===== config.mk =====
export PLATFORM = sky130hd
export DESIGN_NAME = dmem_arbiter
export DESIGN_NICKNAME = d
export VERILOG_FILES = /design/src/rtl/dmem_arb_pkg.sv /design/src/rtl/dmem_arbiter_burst_counter.sv /design/src/rtl/dmem_arbiter.sv
export SDC_FILE = /design/constraint.sdc
export NUM_CORES = 1
export LEC_CHECK = 0
export ABC_AREA = 1
export ABC_CLOCK_PERIOD_IN_PS = 1800
export CORE_MARGIN = 2
export CORE_UTILIZATION = 38
export DETAILED_ROUTE_END_ITERATION = 12
export GPL_TIMING_DRIVEN = 1
export PLACE_DENSITY = 0.77
export SETUP_SLACK_MARGIN = 0.3
export SLEW_MARGIN = 10
export SYNTH_ARGS = -nofsm -noshare
export SYNTH_HDL_FRONTEND = slang
export SYNTH_SLANG_ARGS = --single-unit

===== constraint.sdc =====
create_clock -name Clk -period 1.8 [get_ports Clk]
set_clock_uncertainty 0.15 [all_clocks]
set_input_delay 0.36 -clock Clk [delete_from_list [all_inputs] [get_ports Clk]]
set_output_delay 0.36 -clock Clk [all_outputs]
set_load 0.02 [all_outputs]

===== src/rtl/dmem_arb_pkg.sv =====
// Shared types for the data-memory arbiter.
// Address/data widths and the arbiter state encoding.
package dmem_arb_pkg;

  localparam int DMEM_AW = 8;
  localparam int DMEM_DW = 8;

  typedef enum logic [1:0] {
    IDLE       = 2'd0,
    HOST_BURST = 2'd1,
    HOST_DONE  = 2'd2,
    CORE_RUN   = 2'd3
  } arb_state_t;

endpackage


===== src/rtl/dmem_arbiter_burst_counter.sv =====
// Host burst address generator.
// Wrapping address plus remaining-beat count; length 0 means 2^AW beats.
module burst_counter #(
  parameter int AW = 8
) (
  input  logic          Clk,
  input  logic          Reset,
  input  logic          Load,
  input  logic [AW-1:0] LoadAddr,
  input  logic [AW-1:0] LoadLen,
  input  logic          Step,
  output logic [AW-1:0] Addr,
  output logic          Last
);

  logic [AW:0] remaining;

  always_ff @(posedge Clk) begin
    if (Reset) begin
      Addr      <= '0;
      remaining <= '0;
    end else if (Load) begin
      Addr      <= LoadAddr;
      remaining <= (LoadLen == '0) ? {1'b1, {AW{1'b0}}}
                                   : {1'b0, LoadLen};
    end else if (Step) begin
      Addr      <= Addr + AW'(1);
      remaining <= remaining - (AW+1)'(1);
    end
  end

  assign Last = (remaining == (AW+1)'(1));

endmodule


===== src/rtl/dmem_arbiter.sv =====
// Shares the data-memory port between the core and a host burst port.
// Host bursts run only while the core is idle; starts wait for bursts.
module dmem_arbiter
  import dmem_arb_pkg::*;
#(
  parameter int AW = DMEM_AW,
  parameter int DW = DMEM_DW
) (
  input  logic          Clk,
  input  logic          Reset,
  input  logic          StartIn,
  output logic          StartOut,
  input  logic          CoreAck,
  input  logic [AW-1:0] CoreAddr,
  input  logic          CoreWrEn,
  input  logic [DW-1:0] CoreWrData,
  input  logic          HostReq,
  input  logic          HostWr,
  input  logic [AW-1:0] HostAddr,
  input  logic [AW-1:0] HostLen,
  input  logic [DW-1:0] HostWrData,
  output logic          HostGnt,
  output logic          HostRdValid,
  output logic [DW-1:0] HostRdData,
  output logic          HostDone,
  output logic          Busy,
  output logic [AW-1:0] MemAddr,
  output logic          MemWrEn,
  output logic [DW-1:0] MemWrData,
  input  logic [DW-1:0] MemRdData
);

  arb_state_t    state;
  arb_state_t    nextState;
  logic          pending;
  logic          burstWr;
  logic          startReq;
  logic          loadBurst;
  logic          beat;
  logic          rdBeat;
  logic [AW-1:0] burstAddr;
  logic          burstLast;

  assign startReq  = StartIn | pending;
  assign loadBurst = (state == IDLE) && !startReq && HostReq;
  assign beat      = (state == HOST_BURST);
  assign rdBeat    = beat && !burstWr;

  burst_counter #(.AW(AW)) u_cnt (
    .Clk      (Clk),
    .Reset    (Reset),
    .Load     (loadBurst),
    .LoadAddr (HostAddr),
    .LoadLen  (HostLen),
    .Step     (beat),
    .Addr     (burstAddr),
    .Last     (burstLast)
  );

  always_comb begin
    nextState = state;
    unique case (state)
      IDLE: begin
        if (startReq)     nextState = CORE_RUN;
        else if (HostReq) nextState = HOST_BURST;
      end
      HOST_BURST: if (burstLast) nextState = HOST_DONE;
      HOST_DONE:  nextState = IDLE;
      CORE_RUN:   if (CoreAck) nextState = IDLE;
      default:    nextState = IDLE;
    endcase
  end

  always_ff @(posedge Clk) begin
    if (Reset) begin
      state       <= IDLE;
      pending     <= 1'b0;
      burstWr     <= 1'b0;
      HostRdValid <= 1'b0;
      HostRdData  <= '0;
    end else begin
      state       <= nextState;
      HostRdValid <= rdBeat;
      if (loadBurst) burstWr <= HostWr;
      if (rdBeat) HostRdData <= MemRdData;
      // A start arriving mid-burst waits; it launches from IDLE.
      if (state == IDLE)
        pending <= 1'b0;
      else if (StartIn && state != CORE_RUN)
        pending <= 1'b1;
    end
  end

  assign StartOut = !Reset && (state == IDLE) && startReq;
  assign HostGnt  = beat;
  assign HostDone = (state == HOST_DONE);
  assign Busy     = (state != IDLE);

  always_comb begin
    MemAddr   = CoreAddr;
    MemWrEn   = 1'b0;
    MemWrData = CoreWrData;
    unique case (state)
      HOST_BURST: begin
        MemAddr   = burstAddr;
        MemWrEn   = burstWr;
        MemWrData = HostWrData;
      end
      HOST_DONE: MemAddr = burstAddr;
      CORE_RUN:  MemWrEn = CoreWrEn;
      default:   MemWrEn = 1'b0;
    endcase
    if (Reset) MemWrEn = 1'b0;
  end

endmodule


==> impl_metrics.csv <==
group,metric,value,unit
route,drc_errors,0,
layout,final_area,3811,um2
sta,min_period,2.052,ns
layout,fin_util,0.8016,
layout,n_fill_cell,296,
grt,grt-ovfl-total,0,
worst_setup_path,cp.required,1.29,ns
sta,timing.final.crit_share,1.140,
yosys,yosysTopAreaCell,"dfxtp_1",
grt,grt_pass1_wl,10740,um
clocking,cts-root-buf,"clkbuf_8",
route,drt_iter0_markers,218,
job,maxCapViolCount,0,
die,rows,25,
layout,area.growth.synth_to_final,101.5,%
sta,grt_setup_unrepaired,"true",
sta,hold_viol,0,
sta,clock.fmax,487.2,MHz
clocking,numCtsBuffers,5,
worst_setup_path,r2r_setup_slack,-0.15,ns
route,first_pass_iters,5,
power_and_ir_drop,power_density,1591,nW/um2
place,place_area,3057,um2
die,initial_core_util,0.3979,
worst_setup_path,crit_top_cell,"buf_6",
die,fp.coreArea,4755,um2
worst_setup_path,worstPathArrival,1.54,ns
clocking,clock_latency,0.30,ns
route,vias_per_cell,5.026,
worst_setup_path,endpoint,"MemAddr[7]",
worst_setup_path,r2r-end,"HostRdData[1]$_SDFFE_PP0P_",
layout,diodes,0,
min_path,holdPathStages,2,
yosys,yosysTopAreaCellShare,0.3175,
route,totalWireLength,8153,um
sta,setup_viol,40,
worst_setup_path,rr_startpoint,"state[1]$_SDFFE_PP0P_",
sta,fin_tns_setup,-4.755,ns
sta,drv_slew,0,
yosys,seq_area_frac_synth,0.3175,
worst_setup_path,cpLargestDelayFamily,"buffers and inverters",
sta,hold_ws,0.3611,ns
clocking,cts.sinks,30,
layout,layout-drive-gt1-share,0.3982,
yosys,yosys-top-cells-area,"dfxtp_1 (32%), nand2_1 (17%), nor2_1 (7.9%), nand3_1 (6.9%), inv_1 (6.7%)",
yosys,synth_ff_type,"dfxtp_1",
yosys,synth_seq_cells,30,
grt,grt_usage,0.2528,
yosys,synth_nets,358,
min_path,hold_class,"flop to flop",
yosys,synthMostInstantiatedCell,"nand2_1",
worst_setup_path,path_max_fanout,6,
yosys,synthTopCellsByCount,"nand2_1 (88), nor2_1 (40), inv_1 (34)",
die,num_io_pins,85,
power_and_ir_drop,leakage,1.759,nW
worst_setup_path,worst_path_largest_cell_delay,0.35,ns
grt,antenna_found_initial,0,
die,die_h,74.56,um
clocking,htreeDepth,2,
worst_setup_path,reg2reg_depth,11,
worst_setup_path,start_kind,"flop",
sta,max_slew_margin,0.7360,
grt,grt_max_degree,13,
route,antenna_left,0,
route,num_vias,2533,
worst_setup_path,cp-end-kind,"primary output",
status,violations,"negative setup slack",
yosys,synth_warnings,0,
clocking,cts_tree,"done",
sta,worstMarginPinSlew,0.3952,ns
grt,grt_pass1_vias,2338,
clocking,postCtsHoldBufs,0,
worst_setup_path,cp_num_cells,7,
worst_setup_path,worstPathBufferInverterCount,4,
power_and_ir_drop,finalPower,6.063,mW
clocking,clock_path_buffers,2,
die,dieArea,5559,um2
clocking,clk_pin_slew,0.07,ns
place,portBuffers,84,
die,die_x,74.56,um
worst_setup_path,crit_type,"flop to primary output",
yosys,synthCells,296,
route,post_drt_wl_per_cell,16.18,um
sta,setup_ws,-0.2525,ns
status,status,"finished, violations left",
layout,nets,498,
yosys,synth-async-reset-ratio,0,
yosys,syn-cell-area,1892,um2
yosys,avgSynthCellArea,6.391,um2
worst_setup_path,worstPathCellList,"inv_2, ha_4, buf_6, buf_6, nor2_4, a21oi_2, buf_6",
yosys,synth_cell_type_count,26,
worst_setup_path,crit_path_start,"state[1]$_SDFFE_PP0P_",
power_and_ir_drop,max-vdd-ir-drop,0.8288,mV
place,dp_hpwl,4095,um
worst_setup_path,slowest_stage,"dfxtp_2",
place,gp_congestion,0.8087,
yosys,synth_edf_count,0,
[cells in the final DEF, fill, tap and decap left out, drive strengths merged]
| master | count |
|---|---|
| nand2 | 91 |
| buf | 76 |
| clkdlybuf4s50 | 52 |
| nor2 | 42 |
| inv | 39 |
| dfxtp | 30 |
| nand3 | 26 |
| a21oi | 20 |
| o21ai | 14 |
| dlygate4sd2 | 8 |
| xor2 | 7 |
| ha | 7 |
| clkbuf | 6 |
| mux2 | 4 |
| clkinv | 4 |
| nand4 | 3 |
| clkdlybuf4s15 | 3 |
| clkinvlp | 2 |
| nor3 | 1 |
| a2111oi | 1 |
| a31oi | 1 |
[through the flow]
| stage | setup slack, ns | cells |
|---|---|---|
| global route | -0.3048 | 504 |
| floorplan | 0.1269 | 296 |
| global placement | -0.3841 | 463 |
| detailed placement | -0.3846 | 463 |
| finish | -0.2525 | 504 |
| CTS | -0.2071 | 497 |
[how the worst min path moves through the flow]
stage / endpoint / start
finish: HostRdData[0]$_SDFFE_PP0P_ / HostRdData[0]$_SDFFE_PP0P_
floorplan: u_cnt.remaining[4]$_SDFFE_PP0P_ / Reset
global placement: HostRdData[3]$_SDFFE_PP0P_ / HostRdData[3]$_SDFFE_PP0P_
global route: HostRdData[0]$_SDFFE_PP0P_ / HostRdData[0]$_SDFFE_PP0P_
detailed placement: HostRdData[0]$_SDFFE_PP0P_ / HostRdData[0]$_SDFFE_PP0P_
CTS: HostRdData[0]$_SDFFE_PP0P_ / HostRdData[0]$_SDFFE_PP0P_
[worst register-to-register path, stage by stage (launching register included)]
cell and delay, ns:
dfxtp_2 0.33, inv_2 0.09, buf_4 0.12, ha_4 0.19
buf_12 0.15, inv_8 0.05, buf_6 0.12, buf_12 0.13
nor2_4 0.16, clkinv_2 0.14, nor2_2 0.12, nor2_1 0.07
[state kept, by name (all words and copies together), names as in the netlist]
register	count
u_cnt.remaining	9
HostRdData	8
state	2
burstWr	1
u_cnt.Addr	8
HostRdValid	1
pending	1
[power breakdown]
group | internal [mW] | total [mW] | switching [mW]
sequential | 0.894 | 1.07 | 0.174
combinational | 2.10 | 4.39 | 2.29
clock | 0.307 | 0.601 | 0.294
[kinds of logic after synthesis]
family,count (synthesis),share of synthesized area
AOI/OAI and AO/OA,36,0.09987
xor gates and xnor gates,7,0.03241
muxes,4,0.02381
and+or+nand+nor,163,0.3598
adders and majority gates,7,0.04629
buffers and inverters,49,0.1204
DFF,30,0.3175
[layer usage]
metal  GRT usage  share of wire  vias to the layer above
met5           0              0                        -
li1            -              -                     1202
met1      0.2968           0.37                     1142
met4      0.1012          0.038                        0
met3     0.06369          0.092                       39
met2      0.4395           0.50                      150
[cell type report]
class / instances / area [um2] / area share
timing repair buffer: 139 / 1421 / 0.3729
multi-input combinational: 217 / 1396 / 0.3664
sequential: 30 / 603.1 / 0.1582
inverter: 39 / 176.4 / 0.04629
tap: 67 / 83.83 / 0.02200
clock buffer: 6 / 82.58 / 0.02167
timing repair inverter: 4 / 35.03 / 0.009192
clock inverter: 2 / 12.51 / 0.003283
[what timing repair did]
item                       CTS  global route
buffers inserted            22             6
resized for setup          213            35
cloned                       4             1
setup endpoints to repair   60            54
pin swaps                   23            18
Note: power is estimated with default switching activity, not from simulation.
